**config.mk**
```make
export PLATFORM = sky130hd
export DESIGN_NAME = mux4_rr
export DESIGN_NICKNAME = d
export VERILOG_FILES = /design/src/rtl/mux4_rr_pkg.sv /design/src/rtl/rr_arbiter4.sv /design/src/rtl/mux4_rr.sv
export SDC_FILE = /design/constraint.sdc
export NUM_CORES = 1
export LEC_CHECK = 0
export CAP_MARGIN = 0
export CORE_ASPECT_RATIO = 1.4
export CORE_MARGIN = 2
export CORE_UTILIZATION = 46
export CTS_CLUSTER_DIAMETER = 150
export DETAILED_ROUTE_END_ITERATION = 16
export PLACE_DENSITY = 0.86
export SLEW_MARGIN = 10
export SYNTH_ARGS = -nofsm -noshare
export SYNTH_HDL_FRONTEND = slang
export SYNTH_SLANG_ARGS = --single-unit
```
**constraint.sdc**
```tcl
create_clock -name clk -period 8.85 [get_ports clk]
set_clock_uncertainty 0.1 [all_clocks]
set_input_delay 1.3275 -clock clk [delete_from_list [all_inputs] [get_ports clk]]
set_output_delay 1.3275 -clock clk [all_outputs]
set_load 0.02 [all_outputs]
```
**src/rtl/mux4_rr_pkg.sv**
```systemverilog
// Shared constants, types and helpers for the mux4_rr round-robin gathering multiplexer.
package mux4_rr_pkg;
    localparam int NUM_IN = 4;
    localparam int SEL_W  = 2;

    typedef logic [SEL_W-1:0] sel_t;

    typedef enum logic {
        ARB,
        LOCKED
    } state_t;

    function automatic logic [NUM_IN-1:0] sel_onehot(input sel_t s);
        logic [NUM_IN-1:0] v;
        v    = '0;
        v[s] = 1'b1;
        return v;
    endfunction
endpackage

```
**src/rtl/rr_arbiter4.sv**
```systemverilog
// Combinational 4-way round-robin arbiter: highest priority at ptr, then ptr+1, ... wrapping mod 4.
module rr_arbiter4
    import mux4_rr_pkg::*;
(
    input  logic [NUM_IN-1:0] req,
    input  sel_t              ptr,
    output logic [NUM_IN-1:0] grant,
    output sel_t              grant_idx,
    output logic              any_grant
);

    always_comb begin
        // NOTE: every output gets a default before the search so no path leaves it unassigned (no latch).
        grant     = '0;
        grant_idx = '0;
        any_grant = 1'b0;
        for (int k = 0; k < NUM_IN; k++) begin
            sel_t idx;
            idx = sel_t'(ptr + sel_t'(k));
            if (!any_grant && req[idx]) begin
                any_grant = 1'b1;
                grant_idx = idx;
                grant     = sel_onehot(idx);
            end
        end
    end

endmodule

```
**src/rtl/mux4_rr.sv**
```systemverilog
// Four-input round-robin valid/ready multiplexer with registered output and channel tag.
// Define MUX4_RR_LOCK_EN to hold the grant on one channel until its in_last beat (packet lock).
module mux4_rr
    import mux4_rr_pkg::*;
#(
    parameter int WIDTH = 8
) (
    input  logic                    clk,
    input  logic                    rst,
    input  logic [NUM_IN-1:0]       in_valid,
    input  logic [NUM_IN*WIDTH-1:0] in_data,
    output logic [NUM_IN-1:0]       in_ready,
`ifdef MUX4_RR_LOCK_EN
    input  logic [NUM_IN-1:0]       in_last,
    output logic                    out_last,
`endif
    output logic                    out_valid,
    output logic [WIDTH-1:0]        out_data,
    output sel_t                    out_sel,
    input  logic                    out_ready
);

    logic              r_out_valid;
    logic [WIDTH-1:0]  r_out_data;
    sel_t              r_out_sel;
    sel_t              r_ptr;

    logic              w_load_en;
    logic [NUM_IN-1:0] w_arb_grant;
    sel_t              w_arb_idx;
    logic              w_arb_any;
    logic [NUM_IN-1:0] w_grant;
    sel_t              w_grant_idx;
    logic              w_any;
    logic              w_xfer;
    logic              w_ptr_upd;
    logic [WIDTH-1:0]  w_sel_data;

    assign w_load_en = !r_out_valid || out_ready;

    rr_arbiter4 u_arb (
        .req       (in_valid),
        .ptr       (r_ptr),
        .grant     (w_arb_grant),
        .grant_idx (w_arb_idx),
        .any_grant (w_arb_any)
    );

`ifdef MUX4_RR_LOCK_EN
    state_t r_state;
    state_t w_state_nxt;
    sel_t   r_lock_ch;
    sel_t   w_lock_ch_nxt;
    logic   r_out_last;
    logic   w_xfer_last;

    // While locked the arbiter is bypassed; an idle locked channel simply produces bubbles.
    always_comb begin
        w_grant     = w_arb_grant;
        w_grant_idx = w_arb_idx;
        w_any       = w_arb_any;
        if (r_state == LOCKED) begin
            w_grant_idx = r_lock_ch;
            w_any       = in_valid[r_lock_ch];
            w_grant     = w_any ? sel_onehot(r_lock_ch) : '0;
        end
    end

    assign w_xfer      = w_load_en && w_any;
    assign w_xfer_last = in_last[w_grant_idx];
    assign w_ptr_upd   = w_xfer && w_xfer_last;

    always_comb begin
        w_state_nxt   = r_state;
        w_lock_ch_nxt = r_lock_ch;
        case (r_state)
            ARB: begin
                if (w_xfer && !w_xfer_last) begin
                    w_state_nxt   = LOCKED;
                    w_lock_ch_nxt = w_grant_idx;
                end
            end
            LOCKED: begin
                if (w_xfer && w_xfer_last) begin
                    w_state_nxt = ARB;
                end
            end
            default: w_state_nxt = ARB;
        endcase
    end

    always_ff @(posedge clk) begin
        if (rst) begin
            r_state    <= ARB;
            r_lock_ch  <= '0;
            r_out_last <= 1'b0;
        end else begin
            r_state   <= w_state_nxt;
            r_lock_ch <= w_lock_ch_nxt;
            if (w_xfer) begin
                r_out_last <= w_xfer_last;
            end
        end
    end

    assign out_last = r_out_last;
`else
    assign w_grant     = w_arb_grant;
    assign w_grant_idx = w_arb_idx;
    assign w_any       = w_arb_any;
    assign w_xfer      = w_load_en && w_any;
    assign w_ptr_upd   = w_xfer;
`endif

    assign w_sel_data = in_data[w_grant_idx*WIDTH +: WIDTH];
    assign in_ready   = rst ? '0 : ({NUM_IN{w_load_en}} & w_grant);

    always_ff @(posedge clk) begin
        // NOTE: state registers use non-blocking assignments so every flop samples pre-edge values.
        if (rst) begin
            r_out_valid <= 1'b0;
            r_out_data  <= '0;
            r_out_sel   <= '0;
            r_ptr       <= '0;
        end else begin
            if (w_load_en) begin
                r_out_valid <= w_any;
                if (w_any) begin
                    r_out_data <= w_sel_data;
                    r_out_sel  <= w_grant_idx;
                end
            end
            if (w_ptr_upd) begin
                r_ptr <= sel_t'(w_grant_idx + 1'b1);
            end
        end
    end

    assign out_valid = r_out_valid;
    assign out_data  = r_out_data;
    assign out_sel   = r_out_sel;

endmodule

```
=== After elaboration in Yosys (flattened, before gate mapping) ===
Index checks and enable logic that the tools add are counted.

* Add/subtract/negate cells: 4
* Magnitude comparators: 8
* Shift operators: 1
* Mux-type cells: 29
* Bitwise gates (word level): 1
* Reduce and logical (&&, ||, !) cells: 14

{| class="wikitable"
|+ Operators by type and width
! operator !! count
|-
| $shiftx A32 B6 Y8 || 1
|-
| $mux W4 || 5
|-
| $lt A2 B3 Y1 const B || 4
|-
| $mux W1 || 12
|-
| $bmux W1 S2 || 4
|-
| $demux W1 S2 || 4
|-
| $ge A2 B1 Y1 const B || 4
|-
| $logic_and A1 B1 Y1 || 8
|-
| $mux W2 || 4
|-
| $add A2 B1 Y2 const B || 2
|-
| $add A2 B2 Y2 const B || 2
|-
| $and A4 B4 Y4 || 1
|-
| $logic_not A1 Y1 || 4
|-
| $reduce_and A2 Y1 || 1
|-
| $logic_or A1 B1 Y1 || 1
|}

* Register bits after elaboration: 13
* Input bits: 39
* Output and inout port bits: 15
* Word-level logic and storage cells: 61

=== Depth between registers and ports, before layout ===
Gate-level depths: netlist of run 1.

* Depth after elaboration: 14
* Depth in mapped cells: 10
* Gate-level depth less buffers: 7

=== Hierarchy ===
A second synthesis of run 1 with hierarchy kept.

* Cell total of the unflattened synthesis: 137
* Area total of the unflattened synthesis: 1,188.6 um^2

{| class="wikitable"
|+ By module, submodules not included
! module !! times used !! cells an instance !! area an instance (um^2) !! seq. area each (um^2)
|-
| mux4_rr || 1 || 72 || 718.2 || 260.2
|-
| rr_arbiter4 || 1 || 65 || 470.5 || 0.0
|}

=== Worst setup path after synthesis of run 1 ===
OpenSTA, ideal clock, no wires.

* Path kind: input to output
* Start point: input port in_valid[3]
* End point: output port in_ready[0]
* Data arrival time: 2,887 ps
* Required time: 7,423 ps
* Setup slack: 4,536 ps
* Cell stages on the path: 7
* Path buffers: 2
* Path through: buf_6 mux4_2 buf_2 nor3_2 and2_1 nand2_1 a21oi_1

* Cells in the longest elaborated chain, start to end: 14
* Elaborated cells between the ends (all ways): 23
* Those cells by class: 16 x mux; 1 x bitwise; 6 x reduce/logical

{| class="wikitable"
|+ Ends and longest elaborated chain
! item !! line !! RTL
|-
| start: declaration || mux4_rr.sv:10 || <nowiki>input logic [NUM_IN-1:0] in_valid,</nowiki>
|-
| $bmux W1 S2 || rr_arbiter4.sv:20 || <nowiki>if (!any_grant && req[idx]) begin</nowiki>
|-
| $mux W1 (implied by the code) || rr_arbiter4.sv:20 ||
|-
| $mux W1 || rr_arbiter4.sv:20 ||
|-
| $logic_not A1 Y1 || rr_arbiter4.sv:20 ||
|-
| $logic_and A1 B1 Y1 || rr_arbiter4.sv:20 ||
|-
| $mux W1 || rr_arbiter4.sv:20 ||
|-
| $logic_not A1 Y1 || rr_arbiter4.sv:20 ||
|-
| $logic_and A1 B1 Y1 || rr_arbiter4.sv:20 ||
|-
| $mux W1 || rr_arbiter4.sv:20 ||
|-
| $logic_not A1 Y1 || rr_arbiter4.sv:20 ||
|-
| $logic_and A1 B1 Y1 || rr_arbiter4.sv:20 ||
|-
| $mux W4 (*) || rr_arbiter4.sv:20 ||
|-
| $and A4 B4 Y4 (*) || mux4_rr.sv:116 || <nowiki>assign in_ready = rst ? '0 : ({NUM_IN{w_load_en}} & w_grant);</nowiki>
|-
| $mux W4 (*) || mux4_rr.sv:116 ||
|-
| end: declaration || mux4_rr.sv:12 || <nowiki>output logic [NUM_IN-1:0] in_ready,</nowiki>
|}

Mark *: on every way between the ends. The rest lies on a longest branch, timed or not. The select of a mux whose other input is x is not followed.

=== Worst setup path after layout of run 1 ===
* Start point: input port in_valid[2]
* End point: output port in_ready[0]

The elaborated chain is that of the path after synthesis.

==> out/metrics.csv, run 1 <==
stage,metric,value,unit
floorplanning,io_pins,54,
layout,fillers,215,
floorplanning,coreArea,2620,um2
synth,synth-simple-area-share,0.182,
clock_network,cts_hold_buffers,0,
floorplanning,dieArea,3210,um2
hold_path,min_from,out_data[7],
synth,synth_xor_area_frac,0,
run_status,status,finished clean,
place,dp_hpwl,2660,um
clock_network,cts_setup_buffers,0,
synth,async_flop_share,0,
layout,mostFrequentLayoutCells,"clkdlybuf4s50_1 (53), nand2_1 (14), mux2i_1 (13), dfxtp_1 (13), and3_1 (9)",
hold_path,min_to,out_data[7],
floorplanning,die_h,66.2,um
critical_path,critPathLaunchType,input port,
layout,antenna_cells,0,
clock_network,cts_resized,0,
place,port_buffers,53,
layout,final_area,1800,um2
synth,ys_seq_area_frac,0.205,
critical_path,ff2ff_path_depth,6,
timing,finalHoldViolCount,0,
layout,final_layout_size_suffix_gt1_frac,0.0635,
layout,final_common_cell,clkdlybuf4s50_1,
critical_path,rr_endpoint,out_data[5],
place,dp.cells,221,
timing,rsz0062_at_grt,no,
timing,worst_pin_slew,884,ps
synth,synth_edf_count,0,
hold_path,hold_path_class,reg -> reg,
routing,drc,0,
layout,layoutNonFillerInstCount,225,
routing,first_pass_iters,4,
global_routing,grt_usage,0.207,
timing,fin_hold_ws,363,ps
routing,vias_per_cell,5.94,
place,place.gp.congestion,0.836,
power,p_leak,0.681,nW
timing,setup_viol,0,
clock_network,cts-htree-levels,1,
synth,synth_fa_ha_area_frac,0.0492,
clock_network,cts_sinks,13,
power,vdd_drop_max,144,uV
hold_path,whs_path_depth,2,
clock_network,root_buffer,clkbuf_4,
timing,post-route-period-util,0.603,
routing,num_vias,1337,
synth,synthCells,146,
layout,area_delta_synth_final,41.5,%
routing,drt_iter0_drc,30,
timing,fmax,187,MHz
synth,synthFlopType,dfxtp_1,
clock_network,cts_inserted_buffers,3,
synth,synth_compound_area_frac,0.288,
synth,avgSynthCellArea,8.71,um2
layout,finalNetCount,234,
timing,min_period,5340,ps
synth,synth_seq_cells,13,
floorplanning,start_util,0.486,
power,power-per-cell-area,257,nW/um2
critical_path,required,7420,ps
place,placed_area,1770,um2
global_routing,grt_pass1_vias,1223,
global_routing,gr-total-overflow,0,
global_routing,antenna_found_initial,0,
global_routing,grt_max_degree,18,
clock_network,clockBufferDepth,2,
routing,antenna_left,0,
critical_path,r2r_setup_slack,5290,ps
synth,synth_top_family_by_area,compound AO/OA/AOI/OAI gates,
layout,multiInputGateArea,926,um2
timing,fin_setup_tns,0,ps
run,maxCapViolCount,0,
critical_path,critPathKind,in -> out,
synth,synthMuxAreaShare,0.209,
critical_path,crit_arrival,3910,ps
clock_network,insertion_delay,280,ps
synth,yosysUniqueCellTypes,37,
timing,slew-limit-headroom,0.408,
floorplanning,chipWidth,48.4,um
critical_path,critical_path.max_fanout,10,
critical_path,crit_path_end_kind,output port,
timing,finalMaxSlewViolations,0,
layout,seq_area,260,um2
floorplanning,rows,22,
synth,netlist_area,1270,um2
clock_network,clk_pin_slew,80,ps
power,design_power_total,0.462,mW
clock_network,cts_tree,done,
critical_path,reg2reg_from,r_ptr[0],
routing,wire_per_inst,15.2,um
global_routing,grt_pass1_wl,5310,um
synth,synth_fp_nets,190,
synth,synth_warnings,0,
routing,wl,3420,um
-- cells by family (layout without fill, tap and decap cells) --
kind of cell	after synthesis	after routing
DFF	13	13
AOI/OAI and AO/OA	46	46
buffers and inverters	17	60
adders and majority gates	5	5
muxes	21	21
and+or+nand+nor	44	44
-- power by group --
part	switching [mW]	leakage [nW]	total [mW]	internal, mW
registers	0.0210	0.108	0.101	0.0795
logic	0.171	0.558	0.324	0.153
clock network	0.0197	0.0150	0.0372	0.0175
-- critical path, stage by stage --
cell	delay [ps]
clkdlybuf4s50_1	570
mux4_2	630
nor3_2	290
and2_1	230
nand2_1	70
a21oi_1	150
clkdlybuf4s50_1	630
-- stage by stage --
| stage | util | setup WS, ps |
|---|---|---|
| after floorplan | - | 4540 |
| after global placement | 0.678 | 3660 |
| after detailed placement | 0.678 | 3540 |
| after CTS | 0.688 | 3550 |
| after global routing | 0.688 | 3440 |
| final | 0.688 | 3510 |
-- per-layer routing --
layer,wire [um],up-vias,share of wire,global-route usage
met5,0,-,0,0
met4,35,0,0.010,0.0429
met3,100,5,0.029,0.0226
met2,1920,39,0.56,0.436
met1,1360,638,0.40,0.218
li1,-,655,-,-
-- registers in the layout, indices dropped and copies added, names as in the netlist --
signal / cells
out_sel: 2
out_valid: 1
out_data: 8
r_ptr: 2
-- layout make-up --
type                    count  share of cell area
inverters                   3             0.00626
flip-flops and latches     13               0.145
well taps                  36              0.0250
repair buffers             53               0.295
clock buffers               4              0.0146
multi-input cells         116               0.515
-- worst max path at each step --
stage | startpoint | endpoint
after global placement | in_valid[3] | in_ready[2]
after CTS | in_valid[3] | in_ready[0]
after detailed placement | in_valid[3] | in_ready[0]
final | in_valid[2] | in_ready[0]
after global routing | in_valid[3] | in_ready[0]
after floorplan | in_valid[3] | in_ready[0]
-- Yosys cell counts, types with 2 or more instances --
library cell	number	share of area
buf_6	2	0.018
mux2_1	2	0.018
mux4_2	4	0.071
a22o_1	4	0.028
mux2_2	2	0.018
a21oi_1	6	0.024
buf_2	5	0.020
a211oi_1	2	0.012
a21boi_0	8	0.047
o221ai_1	8	0.055
nor2b_1	3	0.015
dfxtp_1	13	0.20
and3_1	9	0.044
nand3b_1	2	0.012
inv_1	3	0.0089
nor2_1	7	0.021
o311ai_1	8	0.055
nand2b_1	4	0.020
ha_1	5	0.049
clkbuf_1	6	0.018
nand2_1	14	0.041
o211ai_1	2	0.012
mux2i_1	13	0.10
No activity file was read; power rests on OpenSTA's default activity.
==> inputs of run 2 (changes only) <==
CORE_UTILIZATION = 38   (was 46)
PLACE_DENSITY = 0.76   (was 0.86)
clock period = 4.76 ns   (was 8.85 ns; I/O delays follow)
==> out/metrics.csv, run 2 (synthesis results as in run 1) <==
stage,metric,value,unit,change
run_status,status,finished clean,,
critical_path,crit_path_max_incr_delay,650,ps,+20 ps
timing,rsz0062_at_grt,no,,
layout,mostFrequentLayoutCells,"clkdlybuf4s50_1 (53), nand2_1 (14), mux2i_1 (13), dfxtp_1 (13), and3_1 (9)",,
global_routing,grt_pass1_vias,1287,,+5.2%
critical_path,slowest_stage,dfxtp_1,,
layout,area_delta_synth_final,43.3,%,
layout,fillers,289,,+34%
clock_network,insertion_delay,240,ps,-40 ps
routing,drc,0,,unchanged
clock_network,root_buffer,clkbuf_8,,
timing,worst_pin_slew,864,ps,-20.1 ps
routing,wire_per_inst,15.5,um,+2.1%
floorplanning,io_pins,54,,unchanged
layout,finalNetCount,234,,unchanged
critical_path,crit_path_end,in_ready[1],,
critical_path,required,3950,ps,-3470 ps
place,port_buffers,53,,unchanged
floorplanning,coreArea,3150,um2,+21%
critical_path,critical_path.max_fanout,13,,+3
critical_path,ff2ff_path_depth,6,,unchanged
clock_network,cts_hold_buffers,0,,unchanged
timing,min_period,4400,ps,
timing,fin_setup_tns,0,ps,unchanged
power,design_power_total,0.892,mW,+93%
timing,finalMaxSlewViolations,0,,unchanged
clock_network,cts_sinks,13,,unchanged
global_routing,gr-total-overflow,0,,unchanged
clock_network,cts_tree,done,,
clock_network,cts_resized,0,,unchanged
critical_path,rr_endpoint,out_data[5],,
global_routing,grt_max_degree,18,,unchanged
critical_path,r2r_setup_slack,1210,ps,-4080 ps
critical_path,critPathLaunchType,register,,
routing,drt_iter0_drc,16,,-47%
run,maxCapViolCount,0,,unchanged
power,power-per-cell-area,489,nW/um2,+91%
hold_path,hold_path_class,reg -> reg,,
place,place.gp.congestion,0.885,,+5.9%
critical_path,crit_arrival,3580,ps,-330 ps
timing,finalHoldViolCount,0,,unchanged
floorplanning,dieArea,3830,um2,+19%
layout,final_common_cell,clkdlybuf4s50_1,,
layout,final_layout_size_suffix_gt1_frac,0.0635,,unchanged
critical_path,worstSetupStartpoint,r_ptr[0],,
power,p_leak,0.689,nW,+1.1%
timing,setup_viol,0,,unchanged
timing,setup_slack,364,ps,-3150 ps
place,dp_hpwl,2750,um,+3.3%
layout,antenna_cells,0,,unchanged
global_routing,antenna_found_initial,0,,unchanged
layout,largest_reg_flops,8,,unchanged
place,pre_cts_ws,650,ps,-2890 ps
critical_path,critPathKind,reg -> out,,
clock_network,cts-htree-levels,1,,unchanged
clock_network,cts_setup_buffers,0,,unchanged
floorplanning,start_util,0.403,,-0.0829
critical_path,cpLargestDelayFamily,buffers and inverters,,
global_routing,grt_usage,0.192,,-0.0151
global_routing,grt_pass1_wl,5690,um,+7.1%
floorplanning,die_h,72.4,um,+9.4%
critical_path,reg2reg_from,r_ptr[0],,
critical_path,cp.depth,8,,+1
timing,slew-limit-headroom,0.421,,+0.0135
routing,first_pass_iters,4,,unchanged
power,vdd_drop_max,296,uV,+110%
floorplanning,chipWidth,52.9,um,+9.2%
routing,antenna_left,0,,unchanged
routing,vias_per_cell,5.83,,-1.8%
routing,wl,3540,um,+3.5%
critical_path,crit_path_end_kind,output port,,
timing,post-route-period-util,0.923,,
critical_path,worstPathCellList,"inv_1, ha_1, mux4_2, nor3_2, and2_1, nand2_1, a21oi_1, clkdlybuf4s50_1",,
critical_path,crit_buf_inv,2,,unchanged
routing,num_vias,1330,,-0.52%
floorplanning,rows,24,,+9.1%
clock_network,clockBufferDepth,2,,unchanged
clock_network,cts_inserted_buffers,3,,unchanged
clock_network,clk_pin_slew,60,ps,-20 ps
timing,fmax,227,MHz,
[run 2: cell counts in the layout (fill, tap and decap cells not counted)]
Identical to the previous run, type by type.
[run 2: tightest hold or removal path, stage by stage, from the launching register on]
cell and delay (ps):
dfxtp_1 340, nand2_1 50, o311ai_1 60
[run 2: report_power, final]
part	switching (mW)	internal (mW)
sequential	0.0413	0.148
clock	0.0398	0.0591
combinational	0.319	0.284
total	0.400	0.492
[run 2: worst min-delay path by stage]
stage             endpoint        start  slack (ps)  cells after the start
2_1_floorplan  out_data[7]  out_data[7]         460                      2
3_3_place_gp   out_data[7]  out_data[7]         350                      2
3_5_place_dp   out_data[7]  out_data[7]         370                      2
4_1_cts        out_data[7]  out_data[7]         390                      2
5_1_grt        out_data[7]  out_data[7]         410                      2
6_report       out_data[7]  out_data[7]         390                      2
[run 2: layout make-up]
| type | instances | area [um2] | area share |
|---|---|---|---|
| multi-input combinational | 116 | 926 | 0.508 |
| timing repair buffer | 53 | 531 | 0.291 |
| sequential | 13 | 260 | 0.143 |
| tap | 39 | 48.8 | 0.0268 |
| clock buffer | 4 | 45.0 | 0.0247 |
| inverter | 3 | 11.3 | 0.00618 |
[run 2: per-stage QoR]
step                       util  cells  hold WS, ps  instance area (um2)
after floorplan               -    146          457                 1270
after global routing      0.578    228          411                 1820
final                     0.578    228          387                 1820
after global placement    0.563    224          348                 1780
after CTS                 0.578    228          391                 1820
after detailed placement  0.563    224          368                 1780
[run 2: routing by layer]
metal  global-route usage  up-vias  part of all wire
met4               0.0427        0            0.0099
met5                    0        -                 0
met2                0.347       62              0.50
met1                0.227      608              0.42
met3               0.0412        2             0.069
li1                     -      658                 -
